<file path="config.mk">
export PLATFORM = sky130hd
export DESIGN_NAME = ram_bus_adapter_flat
export DESIGN_NICKNAME = d
export VERILOG_FILES = /design/src/rtl/ram_bus_adapter_if.sv /design/src/rtl/ram_bus_adapter.sv /design/src/flat_wrapper.sv
export SDC_FILE = /design/constraint.sdc
export NUM_CORES = 1
export LEC_CHECK = 0
export BUFFER_PORTS_ARGS = -buffer_cell sky130_fd_sc_hd__buf_2
export CORE_ASPECT_RATIO = 1.5
export CORE_MARGIN = 2
export CORE_UTILIZATION = 43
export DETAILED_ROUTE_END_ITERATION = 10
export GPL_TIMING_DRIVEN = 0
export PLACE_DENSITY = 0.76
export SKIP_LAST_GASP = 1
export SLEW_MARGIN = 10
export SYNTH_ARGS = -nofsm -noshare
export SYNTH_HDL_FRONTEND = slang
export SYNTH_SLANG_ARGS = --single-unit
</file>
<file path="constraint.sdc">
create_clock -name clk -period 1.45 [get_ports clk]
set_clock_uncertainty 0.2 [all_clocks]
set_input_delay 0.145 -clock clk [delete_from_list [all_inputs] [get_ports clk]]
set_output_delay 0.145 -clock clk [all_outputs]
set_load 0.005 [all_outputs]
</file>
<file path="src/rtl/ram_bus_adapter_if.sv">
// Bus-side handshake of the RAM bus adapter: request/write channel from the
// master, accept/read-response channel back from the adapter.
interface ram_bus_adapter_if #(
    parameter int dat_width = 32,
    parameter int adr_width = 32
);
    logic                   req_i;
    logic                   we_i;
    logic [adr_width-1:0]   addr_i;
    logic [dat_width/8-1:0] be_i;
    logic [dat_width-1:0]   wdata_i;
    logic                   ack_o;
    logic                   resp_o;
    logic [dat_width-1:0]   rdata_o;

    modport master (
        output req_i, we_i, addr_i, be_i, wdata_i,
        input  ack_o, resp_o, rdata_o
    );

    modport slave (
        input  req_i, we_i, addr_i, be_i, wdata_i,
        output ack_o, resp_o, rdata_o
    );
endinterface

</file>
<file path="src/rtl/ram_bus_adapter.sv">
// Byte-addressed request bus to single-port word RAM adapter; partial writes
// are done as a read-modify-write over two cycles.
//
// state   | meaning
// IDLE    | no read outstanding, ready for a request
// RD_RESP | read data from RAM is valid this cycle, ready for a request
// RMW_WR  | merging latched write bytes into the word read last cycle
module ram_bus_adapter #(
    parameter int dat_width = 32,
    parameter int adr_width = 32
) (
    input  logic                 clk,
    input  logic                 rst,
    ram_bus_adapter_if.slave     bus,
    output logic [adr_width-1:0] ram_adr_o,
    output logic                 ram_we_o,
    output logic [dat_width-1:0] ram_dat_o,
    input  logic [dat_width-1:0] ram_dat_i
);
    localparam int be_width = dat_width / 8;
    localparam int off_bits = $clog2(be_width);

    typedef enum logic [1:0] {IDLE, RD_RESP, RMW_WR} state_t;

    state_t               state_q, state_d;
    logic [adr_width-1:0] adr_q, adr_d;
    logic [be_width-1:0]  be_q, be_d;
    logic [dat_width-1:0] wdata_q, wdata_d;

    logic                 accept;
    logic                 full_wr;
    logic                 part_wr;
    logic [adr_width-1:0] word_adr;
    logic [dat_width-1:0] merged;

    assign word_adr    = bus.addr_i >> off_bits;
    assign accept      = bus.req_i && !rst && (state_q != RMW_WR);
    assign full_wr     = bus.we_i && (bus.be_i == '1);
    assign part_wr     = bus.we_i && (bus.be_i != '0) && !full_wr;
    assign bus.ack_o   = accept;
    assign bus.resp_o  = (state_q == RD_RESP);
    assign bus.rdata_o = bus.resp_o ? ram_dat_i : '0;

    // Bytes not enabled keep the value the RAM returned for the first cycle's read.
    always_comb begin
        merged = ram_dat_i;
        for (int k = 0; k < be_width; k++) begin
            if (be_q[k]) merged[8*k +: 8] = wdata_q[8*k +: 8];
        end
    end

    always_comb begin
        state_d   = IDLE;
        adr_d     = adr_q;
        be_d      = be_q;
        wdata_d   = wdata_q;
        ram_adr_o = '0;
        ram_we_o  = 1'b0;
        ram_dat_o = '0;
        if (state_q == RMW_WR) begin
            // A reset here drops the merge so the RAM word stays untouched.
            if (!rst) begin
                ram_adr_o = adr_q;
                ram_we_o  = 1'b1;
                ram_dat_o = merged;
            end
        end else if (accept) begin
            ram_adr_o = word_adr;
            if (!bus.we_i) begin
                state_d = RD_RESP;
            end else if (full_wr) begin
                ram_we_o  = 1'b1;
                ram_dat_o = bus.wdata_i;
            end else if (part_wr) begin
                state_d = RMW_WR;
                adr_d   = word_adr;
                be_d    = bus.be_i;
                wdata_d = bus.wdata_i;
            end
        end
    end

    always_ff @(posedge clk) begin
        if (rst) begin
            state_q <= IDLE;
            adr_q   <= '0;
            be_q    <= '0;
            wdata_q <= '0;
        end else begin
            state_q <= state_d;
            adr_q   <= adr_d;
            be_q    <= be_d;
            wdata_q <= wdata_d;
        end
    end
endmodule
</file>
<file path="src/flat_wrapper.sv">
// flat-port wrapper written by rule: the top's interface ports become plain ports
module ram_bus_adapter_flat 
#(
    parameter int dat_width = 32,
    parameter int adr_width = 32
)
  (clk, rst, ram_adr_o, ram_we_o, ram_dat_o, ram_dat_i, bus_req_i, bus_we_i, bus_addr_i, bus_be_i, bus_wdata_i, bus_ack_o, bus_resp_o, bus_rdata_o);
  ram_bus_adapter_if #(.dat_width(dat_width), .adr_width(adr_width)) bus_i ();
  input  logic clk;
  input  logic rst;
  output logic [adr_width-1:0] ram_adr_o;
  output logic ram_we_o;
  output logic [dat_width-1:0] ram_dat_o;
  input  logic [dat_width-1:0] ram_dat_i;
  input wire logic [$bits(bus_i.req_i)-1:0] bus_req_i;
  input wire logic [$bits(bus_i.we_i)-1:0] bus_we_i;
  input wire logic [$bits(bus_i.addr_i)-1:0] bus_addr_i;
  input wire logic [$bits(bus_i.be_i)-1:0] bus_be_i;
  input wire logic [$bits(bus_i.wdata_i)-1:0] bus_wdata_i;
  output wire logic [$bits(bus_i.ack_o)-1:0] bus_ack_o;
  output wire logic [$bits(bus_i.resp_o)-1:0] bus_resp_o;
  output wire logic [$bits(bus_i.rdata_o)-1:0] bus_rdata_o;
  assign bus_i.req_i = bus_req_i;
  assign bus_i.we_i = bus_we_i;
  assign bus_i.addr_i = bus_addr_i;
  assign bus_i.be_i = bus_be_i;
  assign bus_i.wdata_i = bus_wdata_i;
  assign bus_ack_o = bus_i.ack_o;
  assign bus_resp_o = bus_i.resp_o;
  assign bus_rdata_o = bus_i.rdata_o;
  ram_bus_adapter #(.dat_width(dat_width), .adr_width(adr_width)) u_core (.clk(clk), .rst(rst), .bus(bus_i), .ram_adr_o(ram_adr_o), .ram_we_o(ram_we_o), .ram_dat_o(ram_dat_o), .ram_dat_i(ram_dat_i));
endmodule
</file>
==> results of run 1 <==
## logic make-up after synthesis
logic type	share of synthesized area [%]
buffers and inverters	7.79
other	0.0878
muxes	7.50
and+or+nand+nor	21.7
DFF	31.9
AOI/OAI and AO/OA	31.0
## cell type report
cell class | instances | area (um2)
buffer | 51 | 639
clock buffer | 14 | 254
clock inverter | 2 | 10.0
fill | 496 | 1600
multi-input combinational | 342 | 3280
sequential | 68 | 1360
tap | 115 | 144
timing repair buffer | 303 | 2400
## through the flow
| stage | setup TNS (ns) | cells | cell area (um2) | hold WS, ns |
|---|---|---|---|---|
| 2_1_floorplan | -6.85 | 468 | 4620 | 0.0166 |
| 3_3_place_gp | -56.46 | 781 | 5750 | 0.162 |
| 3_5_place_dp | -59.98 | 781 | 5750 | 0.179 |
| 4_1_cts | -50.14 | 882 | 7260 | 0.191 |
| 5_1_grt | -63.43 | 895 | 8090 | 0.279 |
| 6_report | -58.08 | 895 | 8090 | 0.265 |
## metal layers
metal  vias up  GRT usage [%]  wire length (um)  part of all wire (%)
li1       2350              -                 -                     -
met4         0           12.6               974                   4.8
met3        91           6.09              1470                   7.2
met1      2661           32.0              7210                    35
met2       337           54.4             10800                    53
met5         -              0                 0                     0
## synth_stat cells, types with 15 or more instances
library cell	instances
mux2i_1	32
dfxtp_1	68
o21ai_0	32
clkbuf_1	23
a21oi_2	30
buf_2	15
nand3_2	61
a22o_1	30
o21ai_1	34
a21oi_1	36
and2_1	34
o2bb2ai_1	32
## sequential cells by signal, summed over array words and instances (netlist names)
| signal | cells |
|---|---|
| u_core.adr_q | 30 |
| u_core.be_q | 4 |
| u_core.state_q | 2 |
| u_core.wdata_q | 32 |
## worst reg2reg max path: stages, from the launching register on
cell      delay [ns]
dfxtp_2         0.34
nand2b_4        0.15
buf_4           0.11
and3_4          0.24
buf_12          0.17
buf_6           0.12
nand3_1         0.10
a21oi_1         0.26
## where the power goes
group	switching (mW)	leakage (nW)	internal (mW)
combinational	0.682	2.52	0.695
sequential	0.0562	0.553	1.93
clock	0.833	0.131	1.20
## repair_timing
action | CTS | global route
gates resized for setup | 125 | 148
hold endpoints to repair | 67 | 0
setup buffers | 15 | 10
setup endpoints to repair | 163 | 163
pin swaps | 12 | 37
hold buffers | 67 | 0
cloned | 6 | 11
## worst max-delay path by stage
stage | endpoint | startpoint | depth (start not counted) | slack, ns
floorplan | u_core.adr_q[18]$_SDFFE_PP0P_ | bus_be_i[3] | 6 | -0.11
global placement | ram_dat_o[24] | rst | 8 | -0.47
detailed placement | ram_dat_o[24] | rst | 8 | -0.50
CTS | ram_dat_o[4] | u_core.state_q[0]$_SDFF_PP0_ | 9 | -0.60
global route | ram_dat_o[2] | u_core.be_q[0]$_SDFFE_PP0P_ | 4 | -0.72
finish | ram_dat_o[2] | u_core.be_q[0]$_SDFFE_PP0P_ | 4 | -0.65
==> run_results.csv, run 1 <==
group,metric,value,unit
drt,vias,5439,
finish,diodes,0,
global_route,grt_overflow,0,
setup_path,rr_startpoint,"u_core.state_q[0]$_SDFF_PP0_",
floorplanning,start_util,44.1,%
global_route,antenna_found_initial,0,
floorplanning,ios,203,
setup_path,r2r-end,"u_core.be_q[3]$_SDFFE_PP0P_",
floorplanning,fp.dieH,126,um
setup_path,crit_chain,"buf_1 > mux2i_1 > o2bb2ai_4 > buf_2",
cts,numCtsBuffers,9,
drt,wl,20500,um
logic_synthesis,ys_types,28,
logic_synthesis,ys_ff_latch,68,
setup_path,worst_setup_path_end_kind,"output port",
setup_path,reg2reg_depth,7,
cts,clk_pin_slew_worst_paths,0.06,ns
global_route,grt_pass1_vias,5164,
cts,cts_root_buf,"clkbuf_16",
setup_path,crit_family,"buffers and inverters",
sta,worstMarginPinSlew,0.754,ns
setup_path,crit_path_max_incr_delay,0.53,ns
setup_path,r2r_slack,-0.34,ns
finish,mostFrequentLayoutCell,"buf_2",
placement,place.gp.congestion,0.821,
sta,fin_crit_sh,145,%
logic_synthesis,avgSynthCellArea,9.15,um2
job,max_cap_viol_count,0,
power_and_ir_drop,vdd.ir_drop.worst,0.635,mV
logic_synthesis,syn_area,0.00427,mm2
logic_synthesis,ys.flop_type,"dfxtp_1",
logic_synthesis,ys_warn_count,0,
logic_synthesis,synth_edf_count,0,
logic_synthesis,synth_area_leaders,"dfxtp_1 (32%), nand3_2 (14%), mux2i_1 (7.5%), o2bb2ai_1 (6.6%), a21oi_2 (6.2%)",
drt,drtIter0Drc,334,
sta,drv_slew,0,
logic_synthesis,synth_top_area_share,31.9,%
placement,place_ws,-0.498,ns
placement,numPortBuffers,198,
sta,finalSetupViolCount,163,
hold_path,hold_start,"u_core.adr_q[13]$_SDFFE_PP0P_",
finish,layout_common_cells,"buf_2 (170), dlygate4sd3_1 (67), dfxtp_1 (66), buf_6 (55), nand3_2 (52)",
run_status,violations,"negative setup slack",
hold_path,min_to,"u_core.adr_q[13]$_SDFFE_PP0P_",
global_route,track_usage,29.6,%
setup_path,crit_required,1.11,ns
finish,nets,879,
setup_path,critPathMaxFanout,9,
cts,insertion_delay,0.34,ns
drt,viasPerCell,6.08,
cts,cts_sinks,68,
logic_synthesis,async_reset_ff_share,0,%
drt,postRouteAntennaNets,0,
global_route,grt_pass1_wl,25500,um
floorplanning,dieWidth,85.4,um
drt,drc,0,
logic_synthesis,yosys.area.top_type,"dfxtp_1",
power_and_ir_drop,power_density,667,mW/mm2
sta,min_period,2.10,ns
run_status,status,"finished with violations",
sta,grt_setup_unrepaired,"yes",
drt,first_pass_iters,5,
setup_path,worst-path-buf-inv,2,
cts,cts_tree,"built",
sta,hold_viol,0,
setup_path,crit_arrival,1.76,ns
logic_synthesis,netlist_instances,467,
placement,dp_hpwl,10400,um
finish,area_growth,89.5,%
global_route,grt_max_degree,11,
power_and_ir_drop,finalPower,5.40,mW
sta,relSlewSlack,49.7,%
hold_path,hold_path.class,"reg -> reg",
finish,utilization,83.5,%
power_and_ir_drop,leakagePower,3.20,nW
floorplanning,rows,44,
sta,setup_slack,-0.652,ns
drt,wire_per_inst,22.9,um
setup_path,path_class,"reg -> out",
logic_synthesis,seq_area_frac_synth,31.9,%
sta,fmax,476,MHz
floorplanning,core_area,0.00969,mm2
floorplanning,die-area,0.0108,mm2
cts,cts_buffer_depth,2,
cts,htree_levels,3,
hold_path,hold-path-cell-count,2,
setup_path,start_kind,"flop",
finish,drive_above_1_share,64.5,%
setup_path,critical_path.slowest_cell,"buf_1",
Power figures use the tool's default switching activity.
==> inputs of run 2 (changes only) <==
- ABC_AREA: not set -> 1
- CORE_UTILIZATION: 43 -> 42
- PLACE_DENSITY: 0.76 -> 0.75
- SETUP_SLACK_MARGIN: not set -> 0.05
==> run 2 against run 1 <==
The flow still finishes with violations (negative setup slack); maximum frequency increased by 8.8%; first-iteration DRC count down 13%; synthesized area fell by 2.0%; final area decreased by 6.0%; global-route usage shrank 2.2 points; routed wire length fell by 16%; non-clock buffer count is 5 lower; register-to-register slack got worse by 0.03 ns; setup slack improved by 0.17 ns; largest power group unchanged.
==> run_results.csv, run 2 <==
group,metric,value,unit
setup_path,critPathLaunch,"u_core.state_q[1]$_SDFF_PP0_",
cts,cts_root_buf,"clkbuf_16",
drt,wire_per_inst,14.9,um
drt,drc,0,
logic_synthesis,async_reset_ff_share,0,%
setup_path,crit_path_max_incr_delay,0.33,ns
logic_synthesis,ys_warn_count,0,
power_and_ir_drop,p_sw,1.56,mW
floorplanning,core_area,0.00969,mm2
setup_path,cpMostUsedCell,"nor2_4",
finish,multi_input_area,0.00259,mm2
sta,relSlewSlack,64.2,%
power_and_ir_drop,intPower,4.04,mW
global_route,top_usage_layer,"met2",
global_route,grtUsageMet3,4.06,%
drt,drtIter0Drc,291,
run_status,violations,"negative setup slack",
floorplanning,start_util,43.2,%
placement,dp_hpwl,9690,um
logic_synthesis,yosys.area.top_type,"dfxtp_1",
drt,viasPerCell,5.04,
finish,mostFrequentLayoutCell,"buf_2",
sta,worstMarginPinSlew,0.537,ns
sta,grt_setup_unrepaired,"yes",
power_and_ir_drop,power_density,736,mW/mm2
setup_path,critical_path.slowest_cell,"dfxtp_2",
finish,top_regs,"u_core.wdata_q x32, u_core.adr_q x30, u_core.be_q x4",
global_route,grt.met2_usage,50.2,%
global_route,antenna_found_initial,1,
placement,numPortBuffers,198,
power_and_ir_drop,power_frac_clock,39.5,%
power_and_ir_drop,vdd.ir_drop.worst,0.665,mV
setup_path,path_class,"reg -> out",
power_and_ir_drop,p_seq_share,36.8,%
logic_synthesis,ys.flop_type,"dfxtp_1",
floorplanning,fp.dieH,126,um
logic_synthesis,synth_common_cells,"nor2_1 (172), nand2_1 (170), inv_1 (103)",
placement,place.gp.congestion,0.780,
finish,largest_reg_flops,32,
finish,largest-register,"u_core.wdata_q",
setup_path,worst-path-buf-inv,3,
global_route,grt_pass1_vias,5213,
hold_path,hold_start,"bus_wdata_i[30]",
logic_synthesis,avgSynthCellArea,5.68,um2
sta,hold_slack,0.00376,ns
power_and_ir_drop,leakagePower,4.07,nW
finish,layout_common_cells,"buf_2 (203), nand2_1 (144), inv_1 (101), nor2_1 (96), nand3_1 (67)",
logic_synthesis,netlist_instances,737,
logic_synthesis,synth_area_leaders,"dfxtp_1 (33%), nor2_1 (15%), nand2_1 (15%), o21ai_0 (11%), inv_1 (9.2%)",
cts,cts_buffer_depth,2,
setup_path,crit_arrival,1.59,ns
cts,insertion_delay,0.34,ns
power_and_ir_drop,swShare,27.8,%
sta,finalSetupViolCount,164,
job,max_cap_viol_count,0,
global_route,grt_overflow,0,
power_and_ir_drop,finalPower,5.60,mW
floorplanning,ios,203,
logic_synthesis,ys_ff_latch,68,
cts,htree_levels,3,
drt,first_pass_iters,5,
finish,diodes,0,
finish,nets,1150,
finish,drive_above_1_share,40.3,%
finish,layout.area.seq,0.00137,mm2
sta,fmax,518,MHz
cts,cts_tree,"built",
global_route,track_usage,27.3,%
global_route,grtUsageMet1,29.9,%
floorplanning,rows,44,
logic_synthesis,ys_types,16,
drt,wl,17300,um
setup_path,worst_setup_path_end_kind,"output port",
setup_path,critPathMaxFanout,7,
global_route,grt_pass1_wl,23800,um
finish,n_fill_cell,688,
global_route,grt_max_degree,11,
setup_path,crit_family,"buffers and inverters",
placement,place_ws,-0.488,ns
cts,cts_sinks,68,
cts,clk_pin_slew_worst_paths,0.05,ns
logic_synthesis,synth_top_area_share,32.5,%
drt,postRouteAntennaNets,0,
logic_synthesis,synth_edf_count,0,
sta,min_period,1.93,ns
power_and_ir_drop,comb_power_share,23.7,%
sta,hold_viol,0,
setup_path,start_kind,"flop",
finish,area_growth,81.9,%
hold_path,hold_path.class,"in -> reg",
cts,numCtsBuffers,9,
logic_synthesis,syn_area,0.00419,mm2
floorplanning,dieWidth,85.5,um
sta,setup_slack,-0.482,ns
logic_synthesis,seq_area_frac_synth,32.5,%
sta,fin_crit_sh,133,%
setup_path,crit_chain,"inv_2 > nor2_4 > nor2_4 > nand2_4 > clkbuf_16 > o21ai_0 > buf_2",
sta,drv_slew,0,
setup_path,rr_startpoint,"u_core.state_q[1]$_SDFF_PP0_",
run_status,status,"finished with violations",
setup_path,crit_required,1.11,ns
drt,vias,5866,
logic_synthesis,synth_most_common_cell,"nor2_1",
floorplanning,die-area,0.0108,mm2
-- run 2: final timing paths --
check / end / slack [ns] / depth (start not counted)
max reg2reg: u_core.adr_q[1]$_SDFFE_PP0P_ / -0.37 / 12
min: u_core.wdata_q[30]$_SDFFE_PP0P_ / 0.004 / 5
max: ram_dat_o[30] / -0.48 / 7
min reg2reg: u_core.wdata_q[26]$_SDFFE_PP0P_ / 0.27 / 2
-- run 2: per-stage QoR --
step / TNS, ns / instance area (um2) / util (%) / instances
CTS: -49.86 / 6960 / 71.8 / 1151
finish: -56.65 / 7610 / 78.6 / 1164
global route: -66.35 / 7610 / 78.6 / 1164
floorplan: -0.183 / 4200 / - / 738
detailed placement: -34.13 / 5330 / 55.0 / 1051
global placement: -32.33 / 5330 / 55.0 / 1051
-- run 2: repair_timing --
action,4_1_cts,5_1_grt
hold buffers,64,0
endpoints found under the setup margin,162,164
resized for setup,109,198
buffers inserted,16,12
hold endpoints to repair,65,0
pin swaps,8,60
cloned,10,7
-- run 2: per-layer routing --
layer | wire (um) | share of wire, %
met3 | 884 | 5.1
met4 | 525 | 3.0
met5 | 13 | 0.075
met2 | 9460 | 55
met1 | 6420 | 37
-- run 2: area by class of cell --
cell class	instances	share of cell area (%)
Tap cell	115	1.89
Sequential cell	68	18.0
Clock inverter	2	0.460
Timing Repair inverter	1	0.148
Buffer	47	6.64
Clock buffer	12	3.37
Multi-Input combinational cell	510	34.0
Timing Repair Buffer	302	30.0
Inverter	107	5.51
-- run 2: kinds of logic (layout without fill, tap and decap cells) --
group | after synthesis | after routing | synth area share [%]
and+or+nand+nor | 414 | 414 | 39.7
buffers and inverters | 160 | 471 | 16.5
AOI/OAI and AO/OA | 94 | 94 | 11.2
DFF | 68 | 68 | 32.5
other | 1 | 2 | 0.0896
-- run 2: worst reg2reg max path, stage by stage (launching register included) --
cell	delay [ns]
dfxtp_2	0.33
inv_2	0.08
nor2_4	0.05
nor2_4	0.12
buf_6	0.11
buf_6	0.10
nand2_4	0.05
nor2_4	0.17
buf_8	0.16
buf_12	0.12
buf_8	0.11
nor2_1	0.04
nor2_1	0.10
-- run 2: power by group through the flow --
stage               Combinational (mW)  Clock (mW)  Sequential [mW]
floorplan                        0.517           0             2.04
CTS                               1.13        2.21             2.03
global route                      1.44        2.28             2.07
finish                            1.33        2.21             2.06
global placement                 0.845           0             2.05
detailed placement               0.854           0             2.05
